**config.mk**
```make
export PLATFORM = sky130hd
export DESIGN_NAME = ace_desc_req_arbiter_flat
export DESIGN_NICKNAME = d
export VERILOG_FILES = /design/src/rtl/ace_desc_req_arbiter_pkg.sv /design/src/rtl/ace_desc_req_arbiter_if.sv /design/src/rtl/ace_desc_req_arbiter_rr_arbiter.sv /design/src/rtl/ace_desc_req_arbiter.sv /design/src/flat_wrapper.sv
export SDC_FILE = /design/constraint.sdc
export NUM_CORES = 1
export LEC_CHECK = 0
export ABC_AREA = 1
export CAP_MARGIN = 20
export CORE_MARGIN = 4
export CORE_UTILIZATION = 55
export DETAILED_ROUTE_END_ITERATION = 10
export GPL_ROUTABILITY_DRIVEN = 1
export PLACE_DENSITY = 0.83
export SLEW_MARGIN = 20
export SYNTH_ARGS = -nofsm -noshare
export SYNTH_HDL_FRONTEND = slang
export SYNTH_SLANG_ARGS = --single-unit
```
**constraint.sdc**
```tcl
create_clock -name clk -period 4.85 [get_ports clk]
set_input_delay 0.97 -clock clk [delete_from_list [all_inputs] [get_ports clk]]
set_output_delay 0.97 -clock clk [all_outputs]
set_load 0.02 [all_outputs]
```
**src/rtl/ace_desc_req_arbiter_pkg.sv**
```systemverilog
// Shared types and helpers for the descriptor request arbiter.
// FSM encoding is fixed so debug taps and checkers can decode it directly.
package ace_desc_req_arbiter_pkg;

   typedef enum logic [1:0] {
      ARB_IDLE = 2'd0,
      ARB_WAIT = 2'd1,
      ARB_GAP  = 2'd2
   } arb_state_e;

   // Index width that never collapses to zero bits for tiny counts.
   function automatic int clog2_min1(input int n);
      return (n <= 2) ? 1 : $clog2(n);
   endfunction

endpackage

```
**src/rtl/ace_desc_req_arbiter_if.sv**
```systemverilog
// Requester/allocator bundle of the descriptor request arbiter.
// slave = arbiter side, master = requesters plus allocator side.
interface ace_desc_req_arbiter_if
   import ace_desc_req_arbiter_pkg::*;
#(
   parameter int NUM_REQ = 3,
   parameter int DW      = 3
);

   // Handshakes: req is a level held until its gnt bit pulses for one cycle
   // (gnt_desc_idx valid only while |gnt); rel is a one-cycle pulse returning
   // one descriptor; txn_valid asks the allocator for one descriptor on its
   // rising edge and stays high until desc_alc_valid pulses for one cycle
   // carrying desc_alc_idx.
   logic [NUM_REQ-1:0] req;
   logic [NUM_REQ-1:0] gnt;
   logic [DW-1:0]      gnt_desc_idx;
   logic [NUM_REQ-1:0] rel;
   logic               txn_valid;
   logic               desc_alc_valid;
   logic [DW-1:0]      desc_alc_idx;
   logic               busy;
   logic               err_underflow;
   arb_state_e         dbg_state;

   modport slave (
      input  req,
      input  rel,
      input  desc_alc_valid,
      input  desc_alc_idx,
      output gnt,
      output gnt_desc_idx,
      output txn_valid,
      output busy,
      output err_underflow,
      output dbg_state
   );

   modport master (
      output req,
      output rel,
      output desc_alc_valid,
      output desc_alc_idx,
      input  gnt,
      input  gnt_desc_idx,
      input  txn_valid,
      input  busy,
      input  err_underflow,
      input  dbg_state
   );

endinterface

```
**src/rtl/ace_desc_req_arbiter_rr_arbiter.sv**
```systemverilog
// Combinational round-robin picker: first eligible requester after ptr_i,
// wrapping, with ptr_i itself checked last.
module rr_arbiter #(
   parameter int N  = 3,
   parameter int PW = 2
) (
   input  logic [N-1:0]  elig_i,
   input  logic [PW-1:0] ptr_i,
   output logic          any_o,
   output logic [PW-1:0] win_idx_o
);

   logic [PW-1:0] idx;

   // Walk from the farthest candidate to the nearest so the nearest hit wins.
   always_comb begin
      any_o     = 1'b0;
      win_idx_o = '0;
      idx       = '0;
      for (int k = N; k >= 1; k--) begin
         idx = PW'((int'(ptr_i) + k) % N);
         if (elig_i[idx]) begin
            any_o     = 1'b1;
            win_idx_o = idx;
         end
      end
   end

endmodule

```
**src/rtl/ace_desc_req_arbiter.sv**
```systemverilog
// Shares one descriptor allocator between NUM_REQ requesters: round-robin pick,
// edge-triggered allocator request, one-cycle grant, per-requester quota.
module ace_desc_req_arbiter
   import ace_desc_req_arbiter_pkg::*;
#(
   parameter int NUM_REQ  = 3,
   parameter int MAX_DESC = 8,
   parameter int QUOTA    = 4
) (
   input  logic                  clk,
   input  logic                  resetn,
   ace_desc_req_arbiter_if.slave arb_io
);

   localparam int DW = clog2_min1(MAX_DESC);
   localparam int PW = clog2_min1(NUM_REQ);
   localparam int CW = clog2_min1(QUOTA + 1);

   arb_state_e         state_q, state_d;
   logic [PW-1:0]      win_q, win_d;
   logic [PW-1:0]      rr_ptr_q, rr_ptr_d;
   logic [NUM_REQ-1:0] gnt_q, gnt_d;
   logic [DW-1:0]      gnt_idx_q, gnt_idx_d;
   logic               txn_valid_q, txn_valid_d;
   logic               busy_q, busy_d;
   logic               err_q, err_d;

   logic [NUM_REQ-1:0] elig;
   logic [NUM_REQ-1:0] rel_under;
   logic               any_elig;
   logic [PW-1:0]      rr_win;
   logic               grant_fire;

   assign grant_fire = (state_q == ARB_WAIT) && arb_io.desc_alc_valid;

   // Per-requester outstanding-descriptor counters; a grant and a release in
   // the same cycle cancel out.
   for (genvar i = 0; i < NUM_REQ; i++) begin : g_cnt
      logic [CW-1:0] cnt_q;
      logic          inc;
      logic          dec;

      assign inc          = grant_fire && (win_q == PW'(i));
      assign dec          = arb_io.rel[i] && (cnt_q != '0);
      assign elig[i]      = arb_io.req[i] && (cnt_q < CW'(QUOTA));
      assign rel_under[i] = arb_io.rel[i] && (cnt_q == '0);

      always_ff @(posedge clk) begin
         if (!resetn) begin
            cnt_q <= '0;
         end else if (inc && !arb_io.rel[i]) begin
            cnt_q <= cnt_q + CW'(1);
         end else if (dec && !inc) begin
            cnt_q <= cnt_q - CW'(1);
         end
      end
   end

   rr_arbiter #(
      .N  (NUM_REQ),
      .PW (PW)
   ) u_rr (
      .elig_i    (elig),
      .ptr_i     (rr_ptr_q),
      .any_o     (any_elig),
      .win_idx_o (rr_win)
   );

   always_ff @(posedge clk) begin
      if (!resetn) begin
         state_q <= ARB_IDLE;
      end else begin
         state_q <= state_d;
      end
   end

   always_comb begin
      state_d = state_q;
      case (state_q)
         ARB_IDLE: if (any_elig) state_d = ARB_WAIT;
         ARB_WAIT: if (arb_io.desc_alc_valid) state_d = ARB_GAP;
         ARB_GAP:  state_d = ARB_IDLE;
         default:  state_d = ARB_IDLE;
      endcase
   end

   // txn_valid is low in GAP so the allocator always sees a fresh rising edge.
   always_comb begin
      win_d       = win_q;
      rr_ptr_d    = rr_ptr_q;
      gnt_d       = '0;
      gnt_idx_d   = gnt_idx_q;
      txn_valid_d = 1'b0;
      case (state_q)
         ARB_IDLE: begin
            if (any_elig) begin
               win_d       = rr_win;
               txn_valid_d = 1'b1;
            end
         end
         ARB_WAIT: begin
            if (arb_io.desc_alc_valid) begin
               gnt_d[win_q] = 1'b1;
               gnt_idx_d    = arb_io.desc_alc_idx;
               rr_ptr_d     = win_q;
            end else begin
               txn_valid_d = 1'b1;
            end
         end
         default: ;
      endcase
      busy_d = (state_d != ARB_IDLE);
      err_d  = err_q | (|rel_under);
   end

   always_ff @(posedge clk) begin
      if (!resetn) begin
         win_q       <= '0;
         rr_ptr_q    <= PW'(NUM_REQ - 1);
         gnt_q       <= '0;
         gnt_idx_q   <= '0;
         txn_valid_q <= 1'b0;
         busy_q      <= 1'b0;
         err_q       <= 1'b0;
      end else begin
         win_q       <= win_d;
         rr_ptr_q    <= rr_ptr_d;
         gnt_q       <= gnt_d;
         gnt_idx_q   <= gnt_idx_d;
         txn_valid_q <= txn_valid_d;
         busy_q      <= busy_d;
         err_q       <= err_d;
      end
   end

   assign arb_io.gnt           = gnt_q;
   assign arb_io.gnt_desc_idx  = gnt_idx_q;
   assign arb_io.txn_valid     = txn_valid_q;
   assign arb_io.busy          = busy_q;
   assign arb_io.err_underflow = err_q;
   assign arb_io.dbg_state     = state_q;

   // An allocation outside WAIT has no owner and is dropped.
   alc_only_in_wait: assert property (@(posedge clk) disable iff (!resetn)
      arb_io.desc_alc_valid |-> (state_q == ARB_WAIT));

endmodule

```
**src/flat_wrapper.sv**
```systemverilog
// flat-port wrapper written by rule: the top's interface ports become plain ports
module ace_desc_req_arbiter_flat import ace_desc_req_arbiter_pkg::*;
#(
   parameter int NUM_REQ  = 3,
   parameter int MAX_DESC = 8,
   parameter int QUOTA    = 4
)
  (clk, resetn, arb_io_req, arb_io_rel, arb_io_desc_alc_valid, arb_io_desc_alc_idx, arb_io_gnt, arb_io_gnt_desc_idx, arb_io_txn_valid, arb_io_busy, arb_io_err_underflow, arb_io_dbg_state);
  ace_desc_req_arbiter_if #(.NUM_REQ(NUM_REQ), .DW((3))) arb_io_i ();
  input  logic clk;
  input  logic resetn;
  input wire logic [$bits(arb_io_i.req)-1:0] arb_io_req;
  input wire logic [$bits(arb_io_i.rel)-1:0] arb_io_rel;
  input wire logic [$bits(arb_io_i.desc_alc_valid)-1:0] arb_io_desc_alc_valid;
  input wire logic [$bits(arb_io_i.desc_alc_idx)-1:0] arb_io_desc_alc_idx;
  output wire logic [$bits(arb_io_i.gnt)-1:0] arb_io_gnt;
  output wire logic [$bits(arb_io_i.gnt_desc_idx)-1:0] arb_io_gnt_desc_idx;
  output wire logic [$bits(arb_io_i.txn_valid)-1:0] arb_io_txn_valid;
  output wire logic [$bits(arb_io_i.busy)-1:0] arb_io_busy;
  output wire logic [$bits(arb_io_i.err_underflow)-1:0] arb_io_err_underflow;
  output wire logic [$bits(arb_io_i.dbg_state)-1:0] arb_io_dbg_state;
  assign arb_io_i.req = arb_io_req;
  assign arb_io_i.rel = arb_io_rel;
  assign arb_io_i.desc_alc_valid = arb_io_desc_alc_valid;
  assign arb_io_i.desc_alc_idx = arb_io_desc_alc_idx;
  assign arb_io_gnt = arb_io_i.gnt;
  assign arb_io_gnt_desc_idx = arb_io_i.gnt_desc_idx;
  assign arb_io_txn_valid = arb_io_i.txn_valid;
  assign arb_io_busy = arb_io_i.busy;
  assign arb_io_err_underflow = arb_io_i.err_underflow;
  assign arb_io_dbg_state = arb_io_i.dbg_state;
  ace_desc_req_arbiter #(.NUM_REQ(NUM_REQ), .MAX_DESC(MAX_DESC), .QUOTA(QUOTA)) u_core (.clk(clk), .resetn(resetn), .arb_io(arb_io_i));
endmodule
```
==> metrics <==
status finished clean; Overall Global Routing Usage 20.1%; 1st-iter DRT viols 32; Sink Count 24; Post-Syn Nets 197; post-layout min period 2.60 ns; total CTS buffers 3; input/output buffers 22; hold_ws 0.507 ns; Top FF cell, synth dfxtp_1; clk buf depth 2; worst-margin pin slew 0.511 ns; antenna viol nets, final 0; DRT Pass-1 Iters 4; Yosys top cell by area dfxtp_1; vias per cell 5.35; Synth Register Bits 24; Synth cell types 22; Synth top cells by count nand2_1 (36), dfxtp_1 (24), nor2_1 (24), inv_1 (23), nand3_1 (21); P&R area growth vs syn 23.2%; I/O Pins 23; WL/cell 12.6 um; post-cts resize count 0; clock transition at the registers of the reported paths 0.13 ns; Max Cap Violations 0; core area 0.00223 mm^2; max-slew violations 0; Initial Util 58.7%; Clock Skew 0.00222 ns; number of antenna diodes 0; first-pass GRT wire length 5110 um; syn_area_per_cell 7.32 um^2; Final HPWL DP 2220 um; highest clock rate 385 MHz; period utilization 53.6%; asr flop ratio synth 0%; die area 0.00323 mm^2; worst r2r src u_core.arb_io.dbg_state[0]; CP max FO 9; source of the worst hold timing path u_core.arb_io.err_underflow; Final Hold Fails 0; synth top area cells dfxtp_1 (37%), nand2_1 (10%), nand3_1 (8.0%); Die Width 56.8 um; Routed WL 2930 um; TritonCTS clock tree built; antenna violations before repair 0; final setup fails 0; detailed-route via count 1242; setup bufs post-CTS 0; grt ovf 0; DRC viols 0; Fill cells 170; pwr dens 556 mW/mm^2; EDFF count, synth 0; CP Class input port to flip-flop; terminus of the critical flop-to-flop path u_core.g_cnt[2].cnt_q[2]; Pleak 0.000731 uW; worst reg-to-reg path cell count 11; clk root buf clkbuf_4; Setup TNS 0 ns; final RePlAce weighted congestion 0.737; Hold Crit Depth 2; Rows 17; flop-to-flop setup slack 2.95 ns; worst min path class flip-flop to flip-flop; largest net degree at the start of global routing 16; register area share after synthesis 36.7%; Die Span Y 56.8 um; Ys Warns 0; Critical Path Start Type input port; Post-Synthesis Cell Area 0.00131 mm^2; number of global-route vias before repair 1232; VDD IR max 0.398 mV; hold buffer count at CTS 0; RSZ-0062 raised after global routing no; Worst Path Required 5.12 ns; Worst EP arrival 2.87 ns; most frequent cell after synthesis nand2_1; layout cells sized above 1 10.8%; H-tree level count 1; later-pin clock latency in the skew report 0.32 ns; CP Capture Type flip-flop; top cell type's share of synthesized area 36.7%; Max-Slew Margin vs Limit 65.8%; NumNets Final 223; Min-Delay Endpoint u_core.arb_io.err_underflow; Post-Synthesis Cells 179
-- per-layer routing --
metal / vias up / GRT usage (%) / wire length, um
li1: 623 / - / -
met1: 561 / 21.7 / 1160
met2: 45 / 34.2 / 1440
met3: 13 / 7.13 / 224
met4: 0 / 10.3 / 103
met5: - / 0 / 0
-- power breakdown --
group          switching (uW)  internal, uW  total, uW
registers                49.1           259        308
logic                     275           170        445
clock network            61.6          83.6        145
-- placed cells by master (no fill, tap or decap), types with 3 or more instances in the layout --
cell / netlist / routed
nand3_4: 3 / 3
nand4_1: 3 / 3
inv_2: 4 / 4
nand2_1: 36 / 36
clkbuf_4: 0 / 3
a21oi_1: 12 / 12
o21ai_0: 4 / 4
nor2_1: 24 / 24
o21ai_1: 3 / 3
fa_1: 3 / 3
dfxtp_1: 24 / 24
nand3_1: 21 / 21
clkdlybuf4s50_1: 0 / 22
nand2_2: 5 / 5
ha_1: 3 / 3
nor2_4: 3 / 3
inv_1: 23 / 23
-- sequential cells by signal (all words and copies together) (netlist names) --
name / flops
u_core.g_cnt.cnt_q: 9
u_core.arb_io.gnt: 3
u_core.arb_io.gnt_desc_idx: 3
u_core.arb_io.dbg_state: 2
u_core.rr_ptr_q: 2
u_core.win_q: 2
u_core.arb_io.busy: 1
u_core.arb_io.err_underflow: 1
u_core.arb_io.txn_valid: 1
-- critical path, stage by stage --
cell and delay (ns):
clkdlybuf4s50_1 0.45, inv_1 0.09, nor2_8 0.22, nand3_4 0.12, nor2_4 0.11, inv_2 0.06
fa_1 0.37, inv_1 0.07, nand4_1 0.13, nand3_1 0.12, nand2_1 0.05, nor2_1 0.10
-- worst max path at each step --
stage | start | end | slack (ns) | cells past startpoint
6_report | arb_io_desc_alc_valid | u_core.g_cnt[2].cnt_q[2] | 2.25 | 12
5_1_grt | arb_io_desc_alc_valid | u_core.g_cnt[2].cnt_q[2] | 2.11 | 12
4_1_cts | arb_io_desc_alc_valid | u_core.g_cnt[2].cnt_q[2] | 2.25 | 12
3_5_place_dp | arb_io_desc_alc_valid | u_core.g_cnt[1].cnt_q[2] | 1.91 | 11
3_3_place_gp | arb_io_desc_alc_valid | u_core.g_cnt[0].cnt_q[2] | 1.99 | 11
2_1_floorplan | arb_io_desc_alc_valid | u_core.g_cnt[0].cnt_q[2] | 2.53 | 10
-- per-stage QoR --
step	std cells	area, um^2	util [%]	power, uW	setup WS (ns)
floorplan	179	1310	-	628	2.53
global placement	228	1560	69.9	728	1.99
detailed placement	228	1560	69.9	752	1.91
CTS	232	1610	72.3	899	2.25
global route	232	1610	72.3	972	2.11
finish	232	1610	72.3	898	2.25
-- logic make-up after synthesis --
family	after synthesis	share of synthesized area, %
simple gates	99	38.7
buf+inv	28	8.02
flops	24	36.7
compound gates	22	9.17
fa+ha+maj	6	7.45
-- cell type report --
type                       instances  area [um^2]  area share, %
clock inverter                     1         30.0           1.86
inverter                          27          101           6.28
tap                               28         35.0           2.17
timing repair buffer              22          220           13.6
sequential                        24          480           29.8
clock buffer                       3         22.5           1.40
multi-input combinational        127          724           44.9
Power figures use the tool's default switching activity.
